--- src/rtl/ram_sp_sync_be_clr_pkg.sv ---
// Shared constants and types for the byte-enable RAM with clear engine.
package ram_sp_sync_be_clr_pkg;

  // Same-address read-during-write policy.
  localparam int unsigned RdwReadFirst  = 0;
  localparam int unsigned RdwWriteFirst = 1;

  // Clear engine state.
  typedef enum logic {
    StIdle  = 1'b0,
    StClear = 1'b1
  } clr_state_e;

endpackage

--- src/rtl/ram_sp_be_core.sv ---
// Storage array with per-lane writes and a read port that applies the
// read-during-write policy. No reset: contents are defined by the parent's
// clear sweep.
module ram_sp_be_core
  import ram_sp_sync_be_clr_pkg::*;
#(
  parameter int unsigned DATA_WIDTH = 16,
  parameter int unsigned BYTE_WIDTH = 8,
  parameter int unsigned ADDR_WIDTH = 4,
  parameter int unsigned DEPTH      = 16,
  parameter int unsigned RDW_MODE   = RdwReadFirst
) (
  input  logic                             clk_i,
  input  logic [ADDR_WIDTH-1:0]            addr_i,
  input  logic [DATA_WIDTH/BYTE_WIDTH-1:0] we_i,
  input  logic [DATA_WIDTH-1:0]            wdata_i,
  output logic [DATA_WIDTH-1:0]            rdata_o
);

  localparam int unsigned NumLanes = DATA_WIDTH / BYTE_WIDTH;

  logic [DATA_WIDTH-1:0] mem_q [DEPTH];
  logic [DATA_WIDTH-1:0] old_word;
  logic [DATA_WIDTH-1:0] merged_word;

  // Lane-masked write into the addressed word.
  always_ff @(posedge clk_i) begin
    for (int k = 0; k < NumLanes; k++) begin
      if (we_i[k]) begin
        mem_q[addr_i][k*BYTE_WIDTH +: BYTE_WIDTH] <= wdata_i[k*BYTE_WIDTH +: BYTE_WIDTH];
      end
    end
  end

  // Current word and the word as it will look after this cycle's write.
  always_comb begin
    old_word    = mem_q[addr_i];
    merged_word = old_word;
    for (int k = 0; k < NumLanes; k++) begin
      if (we_i[k]) begin
        merged_word[k*BYTE_WIDTH +: BYTE_WIDTH] = wdata_i[k*BYTE_WIDTH +: BYTE_WIDTH];
      end
    end
  end

  assign rdata_o = (RDW_MODE == RdwWriteFirst) ? merged_word : old_word;

endmodule

--- src/rtl/ram_sp_sync_be_clr.sv ---
// Single-port synchronous RAM with byte enables, read strobe/valid,
// optional output register and a sequential clear engine that sweeps every
// word to INIT_VALUE after reset or on request.
module ram_sp_sync_be_clr
  import ram_sp_sync_be_clr_pkg::*;
#(
  parameter int unsigned           DATA_WIDTH = 16,
  parameter int unsigned           BYTE_WIDTH = 8,
  parameter int unsigned           ADDR_WIDTH = 4,
  parameter int unsigned           DEPTH      = 16,
  parameter int unsigned           RDW_MODE   = 0,
  parameter int unsigned           OUT_REG    = 0,
  parameter logic [DATA_WIDTH-1:0] INIT_VALUE = '0
) (
  input  logic                             clk,
  input  logic                             rst,
  input  logic [DATA_WIDTH-1:0]            data_in,
  input  logic [ADDR_WIDTH-1:0]            address,
  input  logic                             write_en,
  input  logic [DATA_WIDTH/BYTE_WIDTH-1:0] byte_en,
  input  logic                             read_en,
  input  logic                             clear_req,
  output logic [DATA_WIDTH-1:0]            data_out,
  output logic                             data_valid,
  output logic                             busy
);

  localparam int unsigned           NumLanes = DATA_WIDTH / BYTE_WIDTH;
  localparam logic [ADDR_WIDTH-1:0] LastAddr = ADDR_WIDTH'(DEPTH - 1);
  localparam logic [ADDR_WIDTH:0]   DepthExt = (ADDR_WIDTH + 1)'(DEPTH);

  clr_state_e            state_q;
  logic [ADDR_WIDTH-1:0] clr_addr_q;

  logic                  addr_in_range;
  logic                  access_ok;
  logic                  rd_accept;
  logic [ADDR_WIDTH-1:0] core_addr;
  logic [NumLanes-1:0]   core_we;
  logic [DATA_WIDTH-1:0] core_wdata;
  logic [DATA_WIDTH-1:0] core_rdata;
  logic [DATA_WIDTH-1:0] rd_word;

  logic [DATA_WIDTH-1:0] data_out_q;
  logic                  data_valid_q;

  assign busy          = (state_q == StClear);
  assign addr_in_range = ({1'b0, address} < DepthExt);
  // clear_req wins over a same-cycle access; nothing is accepted during reset.
  assign access_ok     = (state_q == StIdle) && !rst && !clear_req;
  assign rd_accept     = access_ok && read_en;

  // Clear FSM: sweep clr_addr from 0 to DEPTH-1, then accept accesses.
  always_ff @(posedge clk) begin
    if (rst) begin
      state_q    <= StClear;
      clr_addr_q <= '0;
    end else begin
      unique case (state_q)
        StClear: begin
          if (clr_addr_q == LastAddr) begin
            state_q    <= StIdle;
            clr_addr_q <= '0;
          end else begin
            clr_addr_q <= clr_addr_q + 1'b1;
          end
        end
        StIdle: begin
          if (clear_req) begin
            state_q    <= StClear;
            clr_addr_q <= '0;
          end
        end
        default: begin
          state_q    <= StClear;
          clr_addr_q <= '0;
        end
      endcase
    end
  end

  // Steer the single array port between the clear engine and user writes.
  always_comb begin
    core_addr  = address;
    core_wdata = data_in;
    core_we    = '0;
    if (rst) begin
      core_we = '0;
    end else if (busy) begin
      core_addr  = clr_addr_q;
      core_wdata = INIT_VALUE;
      core_we    = '1;
    end else if (access_ok && write_en && addr_in_range) begin
      core_we = byte_en;
    end
  end

  ram_sp_be_core #(
    .DATA_WIDTH (DATA_WIDTH),
    .BYTE_WIDTH (BYTE_WIDTH),
    .ADDR_WIDTH (ADDR_WIDTH),
    .DEPTH      (DEPTH),
    .RDW_MODE   (RDW_MODE)
  ) u_core (
    .clk_i   (clk),
    .addr_i  (core_addr),
    .we_i    (core_we),
    .wdata_i (core_wdata),
    .rdata_o (core_rdata)
  );

  // Out-of-range reads return the clear value rather than array garbage.
  assign rd_word = addr_in_range ? core_rdata : INIT_VALUE;

  if (OUT_REG != 0) begin : g_out_reg
    logic                  s1_valid_q;
    logic [DATA_WIDTH-1:0] s1_data_q;

    // Two-stage read pipeline; data_out only loads alongside a valid.
    always_ff @(posedge clk) begin
      if (rst) begin
        s1_valid_q   <= 1'b0;
        data_valid_q <= 1'b0;
        data_out_q   <= '0;
      end else begin
        s1_valid_q   <= rd_accept;
        data_valid_q <= s1_valid_q;
        if (rd_accept) begin
          s1_data_q <= rd_word;
        end
        if (s1_valid_q) begin
          data_out_q <= s1_data_q;
        end
      end
    end
  end else begin : g_no_out_reg
    // Single-stage read; data_out holds the last read result.
    always_ff @(posedge clk) begin
      if (rst) begin
        data_valid_q <= 1'b0;
        data_out_q   <= '0;
      end else begin
        data_valid_q <= rd_accept;
        if (rd_accept) begin
          data_out_q <= rd_word;
        end
      end
    end
  end

  assign data_out   = data_out_q;
  assign data_valid = data_valid_q;

endmodule

--- config.mk ---
export PLATFORM = sky130hd
export DESIGN_NAME = ram_sp_sync_be_clr
export DESIGN_NICKNAME = d
export VERILOG_FILES = /design/src/rtl/ram_sp_sync_be_clr_pkg.sv /design/src/rtl/ram_sp_be_core.sv /design/src/rtl/ram_sp_sync_be_clr.sv
export SDC_FILE = /design/constraint.sdc
export NUM_CORES = 1
export LEC_CHECK = 0
export BUFFER_PORTS_ARGS = -buffer_cell sky130_fd_sc_hd__buf_2
export CAP_MARGIN = 5
export CELL_PAD_IN_SITES_DETAIL_PLACEMENT = 2
export CELL_PAD_IN_SITES_GLOBAL_PLACEMENT = 2
export CORE_UTILIZATION = 41
export CTS_CLUSTER_SIZE = 20
export DETAILED_ROUTE_END_ITERATION = 8
export PLACE_DENSITY = 0.78
export SLEW_MARGIN = 10
export SYNTH_ARGS = -nofsm -noshare
export SYNTH_HDL_FRONTEND = slang
export SYNTH_SLANG_ARGS = --single-unit
--- constraint.sdc ---
create_clock -name clk -period 2.1 [get_ports clk]
set_input_delay 0.105 -clock clk [delete_from_list [all_inputs] [get_ports clk]]
set_output_delay 0.105 -clock clk [all_outputs]
set_load 0.05 [all_outputs]
==> results of run 1 <==
[repair_timing]
item / CTS / global route
buffers inserted: 1 / 1
hold buffers: 2 / 0
pin swaps: 5 / 10
cloned: 0 / 1
gates resized for setup: 14 / 40
endpoints found under the hold margin: 3 / 0
endpoints found under the setup margin: 82 / 131
[placed cells by master (no fill, tap or decap), drive strengths merged]
cell type    synthesis  final
edfxtp             256    256
a22oi              128    128
buf                 35    124
a21oi              101    101
clkbuf              15     39
nor2                28     28
dfxtp               22     22
and2                16     16
nor4                16     16
nor2b               13     13
clkinv               0     12
nand2                7      7
inv                  6      6
a31oi                6      6
nand2b               5      5
clkinvlp             0      3
nor3b                3      3
a31o                 3      3
nor3                 2      2
o21ai                2      2
bufinv               0      2
dlygate4sd3          0      2
nor4bb               2      2
mux2i                2      2
diode                0      1
nor4b                1      1
and3                 1      1
nand3b               1      1
a211o                1      1
nand3                1      1
a41oi                1      1
ha                   1      1
[worst max-delay path, stage by stage, from the launching register on]
cell	delay (ns)
dfxtp_4	0.39
nor4bb_1	0.47
a31o_4	0.24
buf_12	0.20
nand2_1	0.15
nor2_1	0.18
buf_4	0.22
[layout make-up]
type,instances,area [um2],share of cell area (%)
sequential,278,8130,62.6
multi-input combinational,341,2470,19.0
timing repair buffer,127,993,7.65
clock buffer,38,822,6.33
tap,330,413,3.18
clock inverter,17,133,1.02
inverter,6,22.5,0.173
antenna,1,2.50,0.0193
[layer usage]
layer  part of all wire [%]  wire length, um
met4                    3.2             1070
met2                     56            18900
met3                    3.3             1110
met5                      0                0
met1                     37            12500
[synthesized netlist by cell type]
library cell	count	area share (%)
a31o_1	3	0.25
nor3b_1	3	0.21
nor4bb_1	2	0.19
buf_4	5	0.35
mux2i_1	2	0.19
nor2_1	28	0.99
nand2b_1	4	0.24
nand2_1	7	0.25
a41oi_1	1	0.083
a211o_1	1	0.083
a22oi_1	122	8.6
inv_1	6	0.21
buf_6	8	0.85
edfxtp_1	256	72
nor2b_1	13	0.77
nand2b_4	1	0.13
nand3b_1	1	0.071
ha_1	1	0.12
and3_1	1	0.059
buf_2	22	1.0
nor3_1	2	0.094
clkbuf_1	15	0.53
dfxtp_1	22	4.2
a31oi_1	6	0.35
and2_1	16	0.94
a21oi_1	101	4.8
nor4_1	16	0.94
a22oi_2	6	0.71
nor4b_4	1	0.22
o21ai_0	2	0.094
nand3_1	1	0.047
[power breakdown]
group | internal (uW) | switching, uW
Clock | 2990 | 2170
Sequential | 6130 | 37.6
Combinational | 365 | 653
[stage by stage]
stage	cells	worst slack (ns)	power [uW]	hold slack [ns]
floorplan	675	-0.0127	6780	0.227
global placement	1077	-0.0129	7100	0.390
detailed placement	1077	-0.193	7200	0.408
CTS	1135	0.00268	12300	0.125
global route	1138	-0.0917	12700	0.169
finish	1138	-0.0680	12300	0.148
[kinds of logic after synthesis]
group	synth area share [%]
multiplexers	0.189
buffers and inverters	2.98
flip-flops	76.6
AND/OR/NAND/NOR	5.15
adder cells (fa/ha/maj)	0.118
AO/OA/AOI/OAI	15.0
[flip-flops by register name, summed over array words and instances (netlist names)]
name,flops
busy,1
clr_addr_q,4
data_out,16
data_valid,1
u_core.mem_q,256
[worst max-delay path by stage]
stage                     endpoint  slack [ns]  depth (start not counted)
6_report        u_core.mem_q[5][0]       -0.07                          6
5_1_grt               data_out[10]       -0.09                          7
4_1_cts               data_out[15]       0.003                          8
3_5_place_dp           data_out[2]       -0.19                          8
3_3_place_gp           data_out[2]       -0.01                          8
2_1_floorplan  u_core.mem_q[12][0]       -0.01                          8
==> flow_summary_export.csv, run 1 <==
group,metric,value,unit
critical_path,cp-start-kind,"register",
min_path,worstHoldEndpoint,"u_core.mem_q[0][6]",
grt,grt_busiest_layer,"met2",
grt,grt_pass1_vias,7588,
layout,fillerInstances,2299,
place,place.gp.congestion,0.807,
die,core,0.0253,mm2
cts,clockBufferDepth,3,
timing,finalCritPeriodShare,103,%
critical_path,critical_path.max_fanout,27,
cts,htreeDepth,1,
grt,grt_overflow,0,
min_path,min_from,"data_in[6]",
grt,grt_max_degree,39,
critical_path,required,2.35,ns
die,std_cell_rows,58,
power,power.density,950,mW/mm2
critical_path,cp-startpoint,"busy",
layout,design_area,0.0130,mm2
detailed_routing,viasPerCell,5.95,
grt,grt.met1_usage,28.5,%
logic_synthesis,synth-seq-area-share,76.6,%
status,status,"finished with violations",
logic_synthesis,synth_nets,703,
detailed_routing,wl_per_cell,29.5,um
power,ir_drop,0.764,mV
critical_path,r2r_cells,6,
cts,cts_num_sinks,278,
cts,numCtsBuffers,30,
timing,worst_pin_slew,0.731,ns
die,die_y,163,um
cts,clk-insertion-delay-late,0.56,ns
timing,period_needed,2.17,ns
timing,worst_slack,-0.0680,ns
grt,use_met3,3.03,%
place,place_hpwl,21600,um
grt,grt.total_usage,25.1,%
logic_synthesis,ys_ff_latch,278,
die,pin_count,45,
layout,areaGrowthSynthToFinish,22.4,%
detailed_routing,drtAntennaViolNets,0,
detailed_routing,drt-initial-drc-count,496,
grt,grt_pass1_wl,48600,um
grt,antenna_found_initial,1,
logic_synthesis,syn_area_per_cell,15.7,um2
logic_synthesis,syn_inst,675,
critical_path,crit_type,"register to register",
critical_path,cp.arrival,2.42,ns
timing,slew-limit-headroom,51.3,%
logic_synthesis,ys.warnings.count,0,
critical_path,r2r_end,"u_core.mem_q[5][0]",
grt,use_met2,48.5,%
status,violations,"negative setup slack",
min_path,hp-class,"primary input to register",
detailed_routing,drtPass1Iterations,5,
timing,fmax,0.461,GHz
timing,hold_viol_final,0,
critical_path,timing.rr.start,"busy",
detailed_routing,drc_errors,0,
critical_path,cp-end-kind,"register",
die,design.die.area,0.0265,mm2
die,initial_utilization,42.0,%
layout,drive_gt1_share,29.2,%
die,die_w,163,um
cts,cts_tree,"done",
timing,rsz0062_at_grt,"yes",
cts,clockRootBuffer,"clkbuf_16",
detailed_routing,wirelength,33500,um
place,io_buffer_count,44,
timing,setup_viol,37,
logic_synthesis,synth_area,0.0106,mm2
critical_path,reg2reg_slack,-0.07,ns
min_path,holdPathStages,3,
layout,final_util,51.4,%
timing,report.final.slew_viol_count,0,
cts,clkTransAtPathRegs,0.06,ns
timing,final.setup.tns,-1.22,ns
place,dpl_cell_area,0.0117,mm2
detailed_routing,vias,6774,
layout,nets,812,
timing,skew,0.0229,ns
logic_synthesis,synth.distinct_cells,31,
power,p_leak,0.00433,uW
job,max_cap_viol_count,0,
Note: power is estimated with default switching activity, not from simulation.
==> run 2: changes to the inputs <==
--- a/config.mk
+++ b/config.mk
@@ -10,9 +10,10 @@
 export CELL_PAD_IN_SITES_DETAIL_PLACEMENT = 2
 export CELL_PAD_IN_SITES_GLOBAL_PLACEMENT = 2
 export CORE_UTILIZATION = 41
-export CTS_CLUSTER_SIZE = 20
+export CTS_CLUSTER_SIZE = 24
 export DETAILED_ROUTE_END_ITERATION = 8
 export PLACE_DENSITY = 0.78
+export REMOVE_ABC_BUFFERS = 1
 export SLEW_MARGIN = 10
 export SYNTH_ARGS = -nofsm -noshare
 export SYNTH_HDL_FRONTEND = slang
==> run 2 against run 1 <==
  * The run still ends with negative setup slack left
  * Critical path depth rose by 1
  * Via count rose by 2.4%
  * Non-clock buffer count up 10
  * Maximum frequency grew 1.3%
  * Total power is 3.1% higher
  * Final area is 3.1% higher
  * Global-route usage grew 2.5 points
  * Largest cell class unchanged
==> flow_summary_export.csv, run 2 (synthesized netlist as in run 1, its figures left out) <==
group,metric,value,unit
cts,clockRootBuffer,"clkbuf_16",
layout,fin_cells,1149,
timing,slew-limit-headroom,49.4,%
critical_path,cp_top_family,"simple AND/OR/NAND/NOR gates",
detailed_routing,wirelength,36600,um
grt,grt_overflow,0,
status,status,"finished with violations",
grt,antenna_found_initial,0,
critical_path,worstPathCellList,"nand2b_4 -> buf_12 -> nor3b_2 -> a31oi_4 -> nand2b_2 -> nor2b_2 -> buf_4",
die,die_y,163,um
critical_path,crit_slowest_cell,"dfxtp_4",
critical_path,r2r_cells,7,
timing,skew,0.0134,ns
cts,clkTransAtPathRegs,0.06,ns
critical_path,crit_cells,7,
detailed_routing,drt-initial-drc-count,555,
place,io_buffer_count,44,
layout,drive_gt1_share,34.1,%
critical_path,cp-startpoint,"busy",
layout,areaGrowthSynthToFinish,26.2,%
power,ir_drop,1.02,mV
power,p_sw_share,23.3,%
job,max_cap_viol_count,0,
grt,grt_pass1_wl,52300,um
timing,hold_viol_final,0,
cts,cts_tree,"done",
layout,final_cell_mix,"edfxtp_1, a22oi_1, a21oi_1, buf_4, buf_2",
min_path,holdPathStages,3,
cts,numCtsBuffers,30,
die,core,0.0253,mm2
critical_path,reg2reg_slack,-0.04,ns
min_path,hp-class,"primary input to register",
die,design.die.area,0.0265,mm2
layout,nets,823,
detailed_routing,drtPass1Iterations,4,
timing,report.final.slew_viol_count,0,
critical_path,crit_type,"register to register",
detailed_routing,viasPerCell,6.04,
critical_path,critical_path.max_fanout,16,
grt,grt_pass1_vias,7684,
critical_path,cp_slowest_stage_delay,0.40,ns
timing,fmax,0.467,GHz
cts,htreeDepth,1,
detailed_routing,wl_per_cell,31.8,um
timing,holdWs,0.0986,ns
timing,setup_viol,30,
status,violations,"negative setup slack",
cts,clk-insertion-delay-late,0.56,ns
power,power.density,951,mW/mm2
place,place_hpwl,22200,um
timing,worst_pin_slew,0.759,ns
critical_path,cp-end-kind,"register",
detailed_routing,drtAntennaViolNets,0,
cts,cts_num_sinks,278,
power,pwr-share-seq,48.5,%
detailed_routing,vias,6935,
layout,layout_commonest_cell,"edfxtp_1",
place,dp.cells,1082,
power,p_int,9760,uW
cts,clockBufferDepth,3,
layout,largest_register_ffs,256,
critical_path,cp-start-kind,"register",
critical_path,required,2.36,ns
power,finalPower,12700,uW
layout,design_area,0.0134,mm2
critical_path,path_buf_inv,2,
power,clock_power_share,42.5,%
detailed_routing,drc_errors,0,
power,comb_power_share,9.0,%
layout,diodes,0,
layout,fillerInstances,2269,
place,place.gp.congestion,0.843,
timing,finalCritPeriodShare,102,%
grt,grt.total_usage,27.7,%
die,pin_count,45,
power,p_sw,2960,uW
critical_path,cp.arrival,2.40,ns
die,initial_utilization,42.0,%
grt,grt_max_degree,37,
place,place_ws,-0.247,ns
critical_path,r2r_end,"u_core.mem_q[8][14]",
layout,largest-register,"u_core.mem_q",
timing,period_needed,2.14,ns
critical_path,timing.rr.start,"busy",
place,dpl_cell_area,0.0117,mm2
critical_path,cp-endpoint,"u_core.mem_q[8][14]",
die,die_w,163,um
die,std_cell_rows,58,
power,p_leak,0.00449,uW
timing,rsz0062_at_grt,"yes",
timing,worst_slack,-0.0393,ns
[run 2: cell count changes in the layout (fill, tap and decap cells not counted), moves of 3 or more]
cell,change
a21oi_2,+16
a22oi_2,+7
nor2_1,+3
clkinv_1,-6
clkbuf_8,+6
a21oi_1,-16
buf_6,+4
nor4_4,+5
buf_12,+3
nor4_2,-3
a22oi_1,-7
[run 2: worst min-delay path by stage]
stage / from / endpoint / slack [ns]
floorplan: rst / clr_addr_q[2] / 0.17
CTS: data_in[6] / u_core.mem_q[6][6] / 0.1
detailed placement: clear_req / busy / 0.41
finish: data_in[6] / u_core.mem_q[3][6] / 0.1
global placement: clear_req / busy / 0.40
global route: data_in[6] / u_core.mem_q[7][6] / 0.13
[run 2: timing repair]
action | 4_1_cts | 5_1_grt
cloned | 2 | 1
hold buffers | 2 | 0
endpoints found under the setup margin | 258 | 230
setup buffers | 3 | 5
gates resized for setup | 26 | 79
hold endpoints to repair | 5 | 0
pin swaps | 4 | 24
[run 2: stage by stage]
stage          util [%]  setup TNS, ns
4_1_cts            51.4         -0.584
6_report           53.0         -0.544
3_3_place_gp       46.5              0
5_1_grt            53.0          -3.16
2_1_floorplan         -        -394.93
3_5_place_dp       46.5          -9.93
[run 2: tightest hold or removal path, delay by kind of cell]
family | cells | cell delay (ns)
buffers and inverters | 2 | 0.29
and+or+nand+nor | 1 | 0.10
[run 2: per-layer routing]
metal	vias up	GRT usage, %	part of all wire [%]
met5	-	0.189	0
li1	2948	-	-
met3	86	3.39	3.9
met2	210	51.3	54
met4	0	11.9	4.0
met1	3691	31.9	38
[run 2: cell type report]
type | instances | area, um2 | share of cell area [%]
Sequential cell | 278 | 8140 | 60.8
Inverter | 6 | 22.5 | 0.168
Multi-Input combinational cell | 342 | 2650 | 19.8
Timing Repair Buffer | 137 | 1150 | 8.56
Tap cell | 330 | 413 | 3.08
Clock inverter | 12 | 113 | 0.841
Clock buffer | 44 | 905 | 6.76
[run 2: power by group through the flow]
| stage | registers [uW] | clock network, uW | logic (uW) |
|---|---|---|---|
| after detailed placement | 6280 | 0 | 950 |
| after global routing | 6170 | 5640 | 1200 |
| after floorplan | 6260 | 0 | 444 |
| after global placement | 6270 | 0 | 881 |
| final | 6170 | 5410 | 1140 |
| after CTS | 6160 | 5430 | 1020 |
